[src/rtl/spike_rate_decoder.sv]
// spike_rate_decoder
//   Turns a 1-bit spike train back into numbers. Two results are produced:
//   - rate: rising-edge count over a programmable window of window+1 cycles
//   - isi:  the interval, in cycles, between the two most recent rising edges
//
// Ports
//   clk         in            system clock, all state on the rising edge
//   rst_n       in            asynchronous active-low reset
//   en          in            decoder enable; low returns to IDLE and drops any partial window
//   spike       in            spike train (level); a held-high pulse counts once
//   window      in  [WIN_W]   window length minus one, sampled only at window start
//   rate        out [WIN_W]   spike count of the last completed window
//   rate_valid  out           one-cycle pulse, rate just updated
//   isi         out [ISI_W]   cycles between the last two rising edges (saturating)
//   isi_valid   out           one-cycle pulse, isi just updated
//   isi_sat     out           last isi value saturated
//   busy        out           high while counting
module spike_rate_decoder #(
   parameter int unsigned WIN_W = 8,
   parameter int unsigned ISI_W = 8
) (
   input  logic             clk,
   input  logic             rst_n,
   input  logic             en,
   input  logic             spike,
   input  logic [WIN_W-1:0] window,
   output logic [WIN_W-1:0] rate,
   output logic             rate_valid,
   output logic [ISI_W-1:0] isi,
   output logic             isi_valid,
   output logic             isi_sat,
   output logic             busy
);

   localparam logic StIdle  = 1'b0;
   localparam logic StCount = 1'b1;

   localparam logic [ISI_W-1:0] IsiMax   = '1;
   // since+1 reaches IsiMax once since is IsiMax-1 or more
   localparam logic [ISI_W-1:0] IsiMaxM1 = {{(ISI_W-1){1'b1}}, 1'b0};

   logic             state_q, state_d;
   logic             prev_spike_q;
   logic [WIN_W-1:0] win_len_q, win_len_d;
   logic [WIN_W-1:0] win_cnt_q, win_cnt_d;
   logic [WIN_W-1:0] spk_cnt_q, spk_cnt_d;
   logic [ISI_W-1:0] since_q, since_d;
   logic             have_ref_q, have_ref_d;
   logic [WIN_W-1:0] rate_q, rate_d;
   logic             rate_valid_q, rate_valid_d;
   logic [ISI_W-1:0] isi_q, isi_d;
   logic             isi_valid_q, isi_valid_d;
   logic             isi_sat_q, isi_sat_d;

   logic spike_edge;
   logic since_at_sat;

   assign spike_edge   = spike & ~prev_spike_q;
   assign since_at_sat = (since_q >= IsiMaxM1);

   always_comb begin
      state_d      = state_q;
      win_len_d    = win_len_q;
      win_cnt_d    = win_cnt_q;
      spk_cnt_d    = spk_cnt_q;
      since_d      = since_q;
      have_ref_d   = have_ref_q;
      rate_d       = rate_q;
      rate_valid_d = 1'b0;
      isi_d        = isi_q;
      isi_valid_d  = 1'b0;
      isi_sat_d    = isi_sat_q;

      if (state_q == StIdle) begin
         if (en) begin
            // Edges in the entry cycle are deliberately ignored
            state_d    = StCount;
            win_len_d  = window;
            win_cnt_d  = '0;
            spk_cnt_d  = '0;
            since_d    = '0;
            have_ref_d = 1'b0;
         end
      end else begin
         if (!en) begin
            // Abort: partial window dropped, rate held
            state_d    = StIdle;
            have_ref_d = 1'b0;
         end else begin
            if (win_cnt_q == win_len_q) begin
               // Close and restart back-to-back, re-latching the length
               rate_d       = spk_cnt_q + WIN_W'(spike_edge);
               rate_valid_d = 1'b1;
               win_cnt_d    = '0;
               spk_cnt_d    = '0;
               win_len_d    = window;
            end else begin
               spk_cnt_d = spk_cnt_q + WIN_W'(spike_edge);
               win_cnt_d = win_cnt_q + WIN_W'(1);
            end

            if (spike_edge) begin
               since_d    = '0;
               have_ref_d = 1'b1;
               // First edge after entry only arms the reference
               if (have_ref_q) begin
                  isi_d       = since_at_sat ? IsiMax : (since_q + ISI_W'(1));
                  isi_sat_d   = since_at_sat;
                  isi_valid_d = 1'b1;
               end
            end else if (since_q != IsiMax) begin
               since_d = since_q + ISI_W'(1);
            end
         end
      end
   end

   always_ff @(posedge clk or negedge rst_n) begin
      if (!rst_n) begin
         state_q      <= StIdle;
         prev_spike_q <= 1'b0;
         win_len_q    <= '0;
         win_cnt_q    <= '0;
         spk_cnt_q    <= '0;
         since_q      <= '0;
         have_ref_q   <= 1'b0;
         rate_q       <= '0;
         rate_valid_q <= 1'b0;
         isi_q        <= '0;
         isi_valid_q  <= 1'b0;
         isi_sat_q    <= 1'b0;
      end else begin
         state_q      <= state_d;
         prev_spike_q <= spike;
         win_len_q    <= win_len_d;
         win_cnt_q    <= win_cnt_d;
         spk_cnt_q    <= spk_cnt_d;
         since_q      <= since_d;
         have_ref_q   <= have_ref_d;
         rate_q       <= rate_d;
         rate_valid_q <= rate_valid_d;
         isi_q        <= isi_d;
         isi_valid_q  <= isi_valid_d;
         isi_sat_q    <= isi_sat_d;
      end
   end

   assign rate       = rate_q;
   assign rate_valid = rate_valid_q;
   assign isi        = isi_q;
   assign isi_valid  = isi_valid_q;
   assign isi_sat    = isi_sat_q;
   assign busy       = (state_q == StCount);

endmodule

[config.mk]
export PLATFORM = sky130hd
export DESIGN_NAME = spike_rate_decoder
export DESIGN_NICKNAME = d
export VERILOG_FILES = /design/src/rtl/spike_rate_decoder.sv
export SDC_FILE = /design/constraint.sdc
export NUM_CORES = 1
export LEC_CHECK = 0
export BUFFER_PORTS_ARGS = -buffer_cell sky130_fd_sc_hd__buf_4
export CORE_UTILIZATION = 25
export CTS_BUF_LIST = sky130_fd_sc_hd__clkbuf_4 sky130_fd_sc_hd__clkbuf_8
export DETAILED_ROUTE_END_ITERATION = 16
export GPL_TIMING_DRIVEN = 0
export REMOVE_ABC_BUFFERS = 1
export SLEW_MARGIN = 20
export SYNTH_ARGS = -nofsm -noshare
export SYNTH_HDL_FRONTEND = slang
export SYNTH_SLANG_ARGS = --single-unit
[constraint.sdc]
create_clock -name clk -period 2.8 [get_ports clk]
set_input_delay 0.28 -clock clk [delete_from_list [all_inputs] [get_ports clk]]
set_output_delay 0.28 -clock clk [all_outputs]
set_load 0.02 [all_outputs]
Yosys cells after proc, flatten, opt, wreduce, memory -nomap -nowiden

Index checks and enable logic that the tools add are counted.

Bits in registers: 54
Output and inout bits: 20
Logic and storage cells: 57

Reduce and logical (&&, ||, !) cells: 6
Equal/unequal tests: 5
Magnitude comparators: 1
Muxes and demuxes: 28
Bitwise gates (word level): 2
Add/subtract/negate cells: 3

Operators with widths:

| cell                                                                    | count |
|---|---|
| 8-bit two-way mux                                                       | 16 |
| 8-bit by 1-bit adder with 8-bit output, second input constant           | 2 |
| 1-bit two-way mux                                                       | 12 |
| 8-bit by 1-bit adder with 8-bit output                                  | 1 |
| 8-bit == test                                                           | 1 |
| 8-bit >= comparator, second input constant                              | 1 |
| 8-bit inequality test, second input constant                            | 1 |
| 2-bit AND reduction                                                     | 3 |
| 4-bit AND reduction                                                     | 1 |
| 3-bit by 1-bit inequality test with 1-bit output, second input constant | 1 |
| 3-bit by 2-bit inequality test with 1-bit output, second input constant | 1 |
| 3-bit AND reduction                                                     | 1 |
| 2-bit by 1-bit inequality test with 1-bit output, second input constant | 1 |
| 2-bit nonzero test                                                      | 1 |
| 1-bit bitwise AND                                                       | 1 |
| 1-bit inverter                                                          | 1 |

Depth between registers and ports, before layout

Gate-level depths: netlist of the first run.

Depth in word-level cells: 6
Gate-level depth with buffers: 8
Gate-level depth less buffers: 8

Least setup slack after synthesis of the first run

Ideal clock, no wire load.

Path type: flip-flop to flip-flop
From: reg prev_spike_q
To: reg spk_cnt_q[6]
Stages on the path, launching flop included: 9
Clock period less this slack: 1.834 ns
Setup time: 0.064 ns
Arrival time: 1.770 ns
Slack: 0.966 ns
Cell sequence: dfrtp_1 nor2b_1 ha_1 ha_1 and3_1 nand3_1 or2_2 a21oi_1 a21o_1

Longest elaborated chain between the ends: 6

RTL lines:

| what                                   | RTL line | text |
|---|---|---|
| start: declaration                     | 43       | `logic prev_spike_q;` |
| start signal: assignment               | 134      | `prev_spike_q <= spike;` |
| 1-bit inverter                         | 58       | `assign spike_edge = spike & ~prev_spike_q;` |
| 1-bit bitwise AND                      | 58       |  |
| 8-bit by 1-bit adder with 8-bit output | 98       | `spk_cnt_d = spk_cnt_q + WIN_W'(spike_edge);` |
| 8-bit two-way mux                      | 90       | `if (win_cnt_q == win_len_q) begin` |
| 8-bit two-way mux                      | 85       | `if (!en) begin` |
| 8-bit two-way mux                      | 74       | `if (state_q == StIdle) begin` |
| end signal: assignment                 | 137      | `spk_cnt_q <= spk_cnt_d;` |
| end: declaration                       | 46       | `logic [WIN_W-1:0] spk_cnt_q, spk_cnt_d;` |

No other way between the ends. The select of a mux whose other input is x is not followed.
A chain may end at the register's enable or synchronous reset.

Worst setup path after layout of the first run

Ends and elaborated chain as after synthesis.

==> flow_summary.json, run 1 <==
{
  "yosysUniqueCellTypes": 39,
  "fin_crit_ps": 2112,
  "track_usage": 0.1041,
  "status": "finished clean",
  "fp.dieArea_um2": 10310,
  "grt_pass1_vias": 1698,
  "fin_area_um2": 2947,
  "core_area_um2": 9415,
  "portBuffers": 31,
  "hold_viol": 0,
  "syn_to_final_growth_pct": 18.94,
  "rr_worst_depth": 8,
  "cp-endpoint": "spk_cnt_q[6]",
  "drive_gt1_frac": 0.2362,
  "antenna_cells": 0,
  "grt_first_pass_wirelength_um": 8376,
  "finalSetupViolCount": 0,
  "drt-wirelength-per-cell_um": 12.34,
  "worstSetupEndpointType": "flip-flop",
  "cts_setup_buffers": 0,
  "critPathRequiredTime_ps": 3050,
  "critical_path_class": "flip-flop to flip-flop",
  "path_buf_inv": 0,
  "path_depth": 8,
  "grt_max_degree": 55,
  "crit_slowest_cell": "dfrtp_1",
  "clock.fmax_ghz": 0.4734,
  "critPathLaunch": "prev_spike_q",
  "cts_tree": "done",
  "numClockSinks": 54,
  "cts_resized": 0,
  "initial_core_util": 0.2631,
  "ant_nets": 0,
  "seq_area_frac_synth": 0.5455,
  "dpl_cell_area_um2": 2833,
  "skew_ps": 13.36,
  "wl_um": 4727,
  "die_w_um": 101.5,
  "clockBufferDepth": 2,
  "rsz0062_at_grt": "no",
  "whs_ps": 9.964,
  "drv_slew": 0,
  "crit_chain": "nor2b_1 -> ha_1 -> ha_1 -> and3_1 -> nand3_1 -> or2_2 -> a21oi_1 -> a21o_1",
  "worst_pin_slew_ps": 854.5,
  "ir_drop_mv": 0.2165,
  "syn_inst": 220,
  "grt.overflow.total": 0,
  "netlist_area_um2": 2477,
  "die_h_um": 101.5,
  "critPathMaxFanout": 5,
  "drc": 0,
  "max_cap_viol_count": 0,
  "power.density_nw_per_um2": 601.8,
  "drt-initial-drc-count": 62,
  "cp.arrival_ps": 2360,
  "dr_total_vias": 1667,
  "worst_r2r_endpoint": "spk_cnt_q[6]",
  "ios": 32,
  "rrSetupSlack_ps": 690,
  "numCtsBuffers": 5,
  "ys.warnings.count": 0,
  "viasPerCell": 4.352,
  "gp_congestion": 0.7447,
  "p_leak_uw": 0.001368,
  "fin_crit_sh": 0.7544,
  "hold_buffers": 0,
  "nNetsFinal": 270,
  "antenna_found_initial": 0,
  "firstDrtPassIters": 4,
  "htreeDepth": 2,
  "holdCritPathClass": "input port to async pin",
  "final_common_cell": "dfrtp_1",
  "cpMostUsedCell": "ha_1",
  "path_delay_family": "simple AND/OR/NAND/NOR gates",
  "cp-start-kind": "flip-flop",
  "maxSlewHeadroom": 0.4272,
  "tns_ps": 0,
  "insertion_delay_ps": 310,
  "slowest_delay_ps": 370,
  "layout_common_cells": "dfrtp_1, buf_4, nor2_1",
  "synth_seq_cells": 54,
  "dp_hpwl_um": 3273,
  "clk_pin_slew_ps": 90,
  "root_buffer": "clkbuf_8",
  "syn_avg_cell_area_um2": 11.26,
  "rows": 35,
  "r2r_start": "prev_spike_q"
}
[state kept, by name (all words and copies together) (netlist names)]
register / flops
have_ref_q: 1
isi_sat: 1
spk_cnt_q: 8
win_cnt_q: 8
rate_valid: 1
busy: 1
since_q: 8
rate: 8
prev_spike_q: 1
isi: 8
win_len_q: 8
isi_valid: 1
[synthesized netlist by cell type]
cell,count,share of area
a211o_2,1,0.0040
or2_2,2,0.0050
mux2_4,6,0.036
o21ai_0,10,0.020
nor3b_1,1,0.0030
a21oi_1,12,0.024
xnor2_1,14,0.049
mux2_2,6,0.027
and2_4,1,0.0035
mux2_1,1,0.0045
nor3_2,1,0.0040
nand4_1,1,0.0025
o31ai_1,1,0.0030
o211ai_1,1,0.0030
nand2b_1,3,0.0076
mux2i_1,1,0.0040
and3_1,4,0.010
nand4_2,2,0.010
buf_12,1,0.0081
inv_1,4,0.0061
o21ai_2,1,0.0035
nor2b_1,3,0.0076
buf_4,1,0.0030
and4_1,1,0.0035
dfrtp_1,54,0.55
a21o_1,5,0.015
o21bai_2,1,0.0045
a31oi_1,3,0.0076
clkbuf_1,3,0.0045
a311o_1,1,0.0040
a22o_1,6,0.021
o21ai_1,2,0.0040
xor2_1,7,0.025
nand2_1,13,0.020
and2_1,1,0.0025
ha_1,5,0.025
nor2_1,27,0.041
nor3_1,2,0.0040
nand3_1,11,0.022
[logic make-up after synthesis]
kind of cell,share of synthesized area
flops,0.5455
compound gates,0.1147
fa+ha+maj,0.02525
xor+xnor,0.07424
buf+inv,0.02172
mux,0.07222
simple gates,0.1465
[routing by layer]
layer / up-vias / track usage / wire length [µm]
li1: 835 / - / -
met2: 34 / 0.1564 / 2142
met3: 7 / 0.03175 / 238
met1: 791 / 0.1441 / 2299
met5: - / 0 / 0
met4: 0 / 0.03010 / 46
[metrics by stage]
stage,power (µW),setup WS [ps],instances,utilization
2_1_floorplan,1121,965.9,215,-
3_3_place_gp,1261,703.7,375,0.3009
3_5_place_dp,1266,642.9,375,0.3009
4_1_cts,1803,663.9,383,0.3130
5_1_grt,1869,482.7,383,0.3130
6_report,1773,687.6,383,0.3130
[how the worst min path moves through the flow]
stage | from | end | cells past startpoint
final | rst_n | rate_valid | 1
after global routing | rst_n | rate_valid | 1
after CTS | rst_n | isi[6] | 1
after detailed placement | rst_n | rate_valid | 1
after global placement | rst_n | rate_valid | 1
after floorplan | rst_n | busy | 0
[power breakdown]
group / leakage, µW / switching, µW / internal (µW)
Sequential: 0.000712 / 58.1 / 859
Clock: 0.0000504 / 263 / 266
Combinational: 0.000605 / 173 / 154
Total: 0.00137 / 494 / 1280
[area by class of cell]
class | count | area [µm²]
clock inverters | 3 | 45.04
repair buffers | 31 | 232.7
clock buffers | 5 | 68.82
inverters | 4 | 15.01
multi-input cells | 157 | 1072
well taps | 129 | 161.4
flip-flops and latches | 54 | 1351
fillers | 971 | 6469
Note: power is estimated with default switching activity, not from simulation.
==> inputs of run 2 (changes only) <==
ABC_AREA = 1   (was default)
clock period = 1.8 ns   (was 2.8 ns; I/O delays follow)
==> run 2 against run 1 <==
Combinational power rose by 37%. Utilization down 0.39 points. Wire length rose by 19%. Non-clock buffer count grew 3. Critical path depth is 3 lower. Setup slack lost 490 ps. Clock power increased by 57%. Worst hold slack better by 96 ps. Total power rose by 50%. Global-route usage rose by 0.32 points. Cell count up 27%. Design area rose by 7.8%.
==> flow_summary.json, run 2 <==
{
  "firstDrtPassIters": 4,
  "place_ws_ps": -702.4,
  "numCtsBuffers": 5,
  "syn_inst": 317,
  "ios": 32,
  "initial_core_util": 0.2572,
  "clock.fmax_ghz": 0.6249,
  "cp-start-kind": "flip-flop",
  "antenna_cells": 0,
  "drt-initial-drc-count": 108,
  "num-fill-cells": 1084,
  "crit_slowest_cell": "dfrtp_2",
  "htreeDepth": 2,
  "max_cap_viol_count": 0,
  "insertion_delay_ps": 300,
  "grt_max_degree": 55,
  "dp_hpwl_um": 3802,
  "numClockSinks": 54,
  "synth_area_leaders": "dfrtp_1, nand2_1, inv_1, xor2_1, nor2_1",
  "cts_tree": "done",
  "setup_slack_ps": 199.7,
  "finalSetupViolCount": 0,
  "fin_crit_sh": 0.8890,
  "worstSetupEndpointType": "flip-flop",
  "crit_chain": "nand2_2 -> nor3_4 -> nand2_1 -> inv_1 -> a21oi_1",
  "holdCritPathClass": "input port to flip-flop",
  "root_buffer": "clkbuf_8",
  "tns_ps": 0,
  "dpl_cell_area_um2": 2989,
  "ys.warnings.count": 0,
  "multi_input_area_um2": 1137,
  "skew_ps": 5.924,
  "ir_drop_mv": 0.2767,
  "whs_ps": 106.3,
  "fin_area_um2": 3177,
  "netlist_area_um2": 2644,
  "critPathRequiredTime_ps": 1980,
  "status": "finished clean",
  "drive_gt1_frac": 0.1652,
  "power.density_nw_per_um2": 839.8,
  "ant_nets": 0,
  "fp.dieArea_um2": 10990,
  "die_w_um": 104.8,
  "synth_seq_cells": 54,
  "worst_pin_slew_ps": 696.3,
  "ys_top_cells_by_count": "nand2_1, dfrtp_1, inv_1, nor2_1, nand3_1",
  "viasPerCell": 4.324,
  "seq_area_frac_synth": 0.5111,
  "portBuffers": 31,
  "nNetsFinal": 367,
  "layout_common_cells": "nand2_1, dfrtp_1, inv_1",
  "async_flop_share": 1.000,
  "path_buf_inv": 1,
  "grt_first_pass_wirelength_um": 9618,
  "gp_congestion": 0.8119,
  "maxSlewHeadroom": 0.5358,
  "synth_top_area_frac": 0.5111,
  "yosysUniqueCellTypes": 26,
  "p_leak_uw": 0.001652,
  "rsz0062_at_grt": "no",
  "syn_to_final_growth_pct": 20.16,
  "wl_um": 5606,
  "slowest_delay_ps": 580,
  "path_delay_family": "simple AND/OR/NAND/NOR gates",
  "critPathMaxFanout": 15,
  "drc": 0,
  "syn_avg_cell_area_um2": 8.340,
  "antenna_found_initial": 0,
  "fin_crit_ps": 1600,
  "yosysMostFrequentCell": "nand2_1",
  "hold_viol": 0,
  "synth_edf_count": 0,
  "synth_flop_cell": "dfrtp_1",
  "grt.overflow.total": 0,
  "seqCellArea_um2": 1353,
  "dr_total_vias": 2106,
  "core_area_um2": 10280,
  "grt_pass1_vias": 2084,
  "drv_slew": 0,
  "drt-wirelength-per-cell_um": 11.51,
  "final_common_cell": "nand2_1",
  "clk_pin_slew_ps": 90,
  "cp.arrival_ps": 1780,
  "die_h_um": 104.8,
  "rrSetupSlack_ps": 200,
  "yosysTopAreaCell": "dfrtp_1",
  "track_usage": 0.1073,
  "clockBufferDepth": 2,
  "rows": 37,
  "critical_path_class": "flip-flop to flip-flop"
}
-- run 2: cell count changes in the layout (fill, tap and decap cells not counted), sizes merged, moves of 7 or more --
cell | before | now
nand2 | 13 | 103
inv | 4 | 38
mux2 | 13 | 0
xnor2 | 14 | 4
nand4 | 3 | 12
nand3 | 11 | 18
-- run 2: report_power, final --
group	internal (µW)	switching [µW]
sequential	1310	78.2
combinational	176	272
clock	447	385
-- run 2: through the flow --
step	util	total power [µW]	instances
floorplan	-	1642	308
global placement	0.2908	1827	475
detailed placement	0.2908	1836	475
CTS	0.3061	2678	486
global route	0.3091	2821	487
finish	0.3091	2668	487
-- run 2: what timing repair did --
action                                  CTS  global route
endpoints found under the setup margin   16            17
buffers inserted                          1             0
hold buffers                              2             0
pin swaps                                 1             1
gates resized for setup                   4             6
cloned                                    0             1
endpoints found under the hold margin    55             0
-- run 2: layer usage --
layer | vias up | wire length [µm] | global-route usage
met4 | 0 | 150 | 0.04427
met1 | 998 | 2526 | 0.1286
met5 | - | 0 | 0
li1 | 1062 | - | -
met3 | 15 | 146 | 0.01934
met2 | 31 | 2782 | 0.1887
-- run 2: worst reg2reg max path: cells and delay by family (launching register included) --
family,cells,cell delay (ps)
buffers and inverters,1,180
flip-flops,1,580
AO/OA/AOI/OAI,1,110
AND/OR/NAND/NOR,3,610
-- run 2: cell type report --
| cell class | count | share of cell area |
|---|---|---|
| flip-flops and latches | 54 | 0.4258 |
| multi-input cells | 217 | 0.3580 |
| repair buffers | 34 | 0.08192 |
| well taps | 136 | 0.05356 |
| inverters | 38 | 0.04490 |
| clock buffers | 7 | 0.02639 |
| clock inverters | 1 | 0.009453 |
-- run 2: kinds of logic (layout without fill, tap and decap cells) --
| kind of cell | after synthesis | in the layout | share of synthesized area |
|---|---|---|---|
| buffers and inverters | 47 | 80 | 0.07572 |
| DFF | 54 | 54 | 0.5111 |
| AOI/OAI and AO/OA | 27 | 27 | 0.05490 |
| adders and majority gates | 5 | 5 | 0.02366 |
| xor gates and xnor gates | 17 | 17 | 0.05632 |
| and+or+nand+nor | 167 | 168 | 0.2783 |
-- run 2: path summary, 6_finish.rpt --
kind                           start           end  cells after the start
setup / recovery                busy        isi[2]                      5
hold / removal             window[5]  win_len_q[5]                      3
setup reg to reg                busy        isi[2]                      5
hold reg to reg              rate[4]       rate[4]                      2
max in group asynchronous      rst_n          busy                      2
min in group asynchronous      rst_n       rate[3]                      2
==> inputs of run 3 (changes only) <==
REMOVE_ABC_BUFFERS = default   (was 1)
clock period = 1.6 ns   (was 1.8 ns; I/O delays follow)
==> run 3 against run 2 <==
Total power is 13% higher. Utilization increased by 0.93 points. Clock-buffer cell count down 1. Worst hold slack worse by 31 ps. Sequential cell count unchanged. Sequential power grew 12%. Fmax rose by 6.3%. Global-route usage grew 0.25 points. Setup slack worse by 110 ps. Clock power increased by 13%. Largest cell class unchanged. Highest routed layer unchanged.
==> flow_summary.json, run 3 (synthesis gave the netlist of run 2 again) <==
{
  "status": "finished clean",
  "fin_util": 0.3184,
  "grt_first_pass_wirelength_um": 9722,
  "cts_tree": "done",
  "drive_gt1_frac": 0.1917,
  "fin_crit_sh": 0.9410,
  "setup_slack_ps": 94.33,
  "grt_max_degree": 55,
  "p_leak_uw": 0.001658,
  "ir_drop_mv": 0.3278,
  "rsz0062_at_grt": "no",
  "finalSetupViolCount": 0,
  "drt-wirelength-per-cell_um": 11.48,
  "multi_input_area_um2": 1161,
  "nNetsFinal": 376,
  "dr_total_vias": 2139,
  "crit_chain": "ha_1 -> inv_1 -> nor2_4 -> a31oi_4 -> inv_1 -> nand2_1 -> o21ai_0",
  "rows": 37,
  "gp_congestion": 0.8065,
  "cp.arrival_ps": 1700,
  "insertion_delay_ps": 310,
  "track_usage": 0.1099,
  "skew_ps": 6.321,
  "critPathRequiredTime_ps": 1800,
  "numCtsBuffers": 5,
  "hold_viol": 0,
  "worst_pin_slew_ps": 709.9,
  "worstSetupEndpointType": "flip-flop",
  "path_buf_inv": 2,
  "place_inst": 484,
  "portBuffers": 31,
  "die_w_um": 104.8,
  "antenna_found_initial": 0,
  "cp-start-kind": "flip-flop",
  "core_area_um2": 10280,
  "clk_pin_slew_ps": 100,
  "die_h_um": 104.8,
  "critical_path_class": "flip-flop to flip-flop",
  "grt.overflow.total": 0,
  "root_buffer": "clkbuf_8",
  "ios": 32,
  "power.density_nw_per_um2": 919.8,
  "initial_core_util": 0.2572,
  "crit_slowest_cell": "dfrtp_1",
  "syn_to_final_growth_pct": 23.76,
  "seqCellArea_um2": 1354,
  "htreeDepth": 2,
  "maxSlewHeadroom": 0.5267,
  "fin_crit_ps": 1506,
  "dp_hpwl_um": 4009,
  "grt_pass1_vias": 2123,
  "path_delay_family": "flip-flops",
  "num-fill-cells": 1094,
  "drc": 0,
  "slowest_delay_ps": 440,
  "clockBufferDepth": 2,
  "layout_common_cells": "nand2_1, dfrtp_1, inv_1",
  "ant_nets": 0,
  "firstDrtPassIters": 4,
  "tns_ps": 0,
  "drt-initial-drc-count": 48,
  "syn_nets": 334,
  "viasPerCell": 4.313,
  "drv_slew": 0,
  "fp.dieArea_um2": 10990,
  "wl_um": 5693,
  "clock.fmax_ghz": 0.6642,
  "place_ws_ps": -68.14,
  "cpMostUsedCell": "inv_1",
  "max_cap_viol_count": 0,
  "final_common_cell": "nand2_1",
  "critPathMaxFanout": 5,
  "numClockSinks": 54,
  "instances_no_fill": 496,
  "antenna_cells": 0,
  "holdCritPathClass": "input port to flip-flop"
}
## run 3: cell types whose count changed in the layout (fill, tap and decap cells not counted), moves of 2 or more
cell      delta
buf_2        +3
buf_4        +2
buf_6        +2
clkbuf_1     +2
ha_1         -2
ha_4         +2
## run 3: power by group
| part | internal (µW) | switching (µW) |
|---|---|---|
| sequential | 1470 | 87.3 |
| combinational | 210 | 295 |
| clock | 485 | 458 |
| total | 2170 | 840 |
## run 3: what timing repair did
action / 4_1_cts / 5_1_grt
resized for setup: 3 / 15
hold buffers: 3 / 0
setup buffers: 0 / 1
pin swaps: 0 / 3
hold endpoints to repair: 56 / 0
endpoints found under the setup margin: 5 / 34
## run 3: final timing paths
| check | startpoint | endpoint | slack (ps) | depth (start not counted) |
|---|---|---|---|---|
| worst max-delay path | since_q[0] | since_q[2] | 90 | 7 |
| worst min-delay path | window[2] | win_len_q[2] | 70 | 3 |
| worst max register to register | since_q[0] | since_q[2] | 90 | 7 |
| worst min register to register | rate[4] | rate[4] | 500 | 2 |
| max in group asynchronous | rst_n | since_q[1] | 650 | 2 |
| min in group asynchronous | rst_n | rate[6] | 430 | 2 |
## run 3: worst register-to-register path, stage by stage (launching register included)
cell	delay [ps]
dfrtp_1	440
ha_1	250
inv_1	100
nor2_4	70
a31oi_4	270
inv_1	130
nand2_1	70
o21ai_0	70
## run 3: routing by layer
layer  up-vias  share of wire  global-route usage
li1       1078              -                   -
met1      1016           0.47              0.1388
met2        37           0.47              0.1840
met3         8          0.047             0.02870
met4         0         0.0097             0.03219
met5         -              0                   0
## run 3: area by class of cell
type                       instances  area share
sequential                        54      0.4138
multi-input combinational        216      0.3549
timing repair buffer              35     0.08260
tap                              136     0.05201
inverter                          38     0.04359
clock buffer                       6     0.02333
buffer                             9     0.01836
clock inverter                     2     0.01147
## run 3: through the flow
stage,instance area (µm²),power [µW],hold slack [ps]
final,3272,3009,74.97
after global routing,3272,3167,76.80
after CTS,3207,3051,61.95
after detailed placement,3047,2081,257.4
after global placement,3047,2071,258.2
after floorplan,2644,1866,-135.6
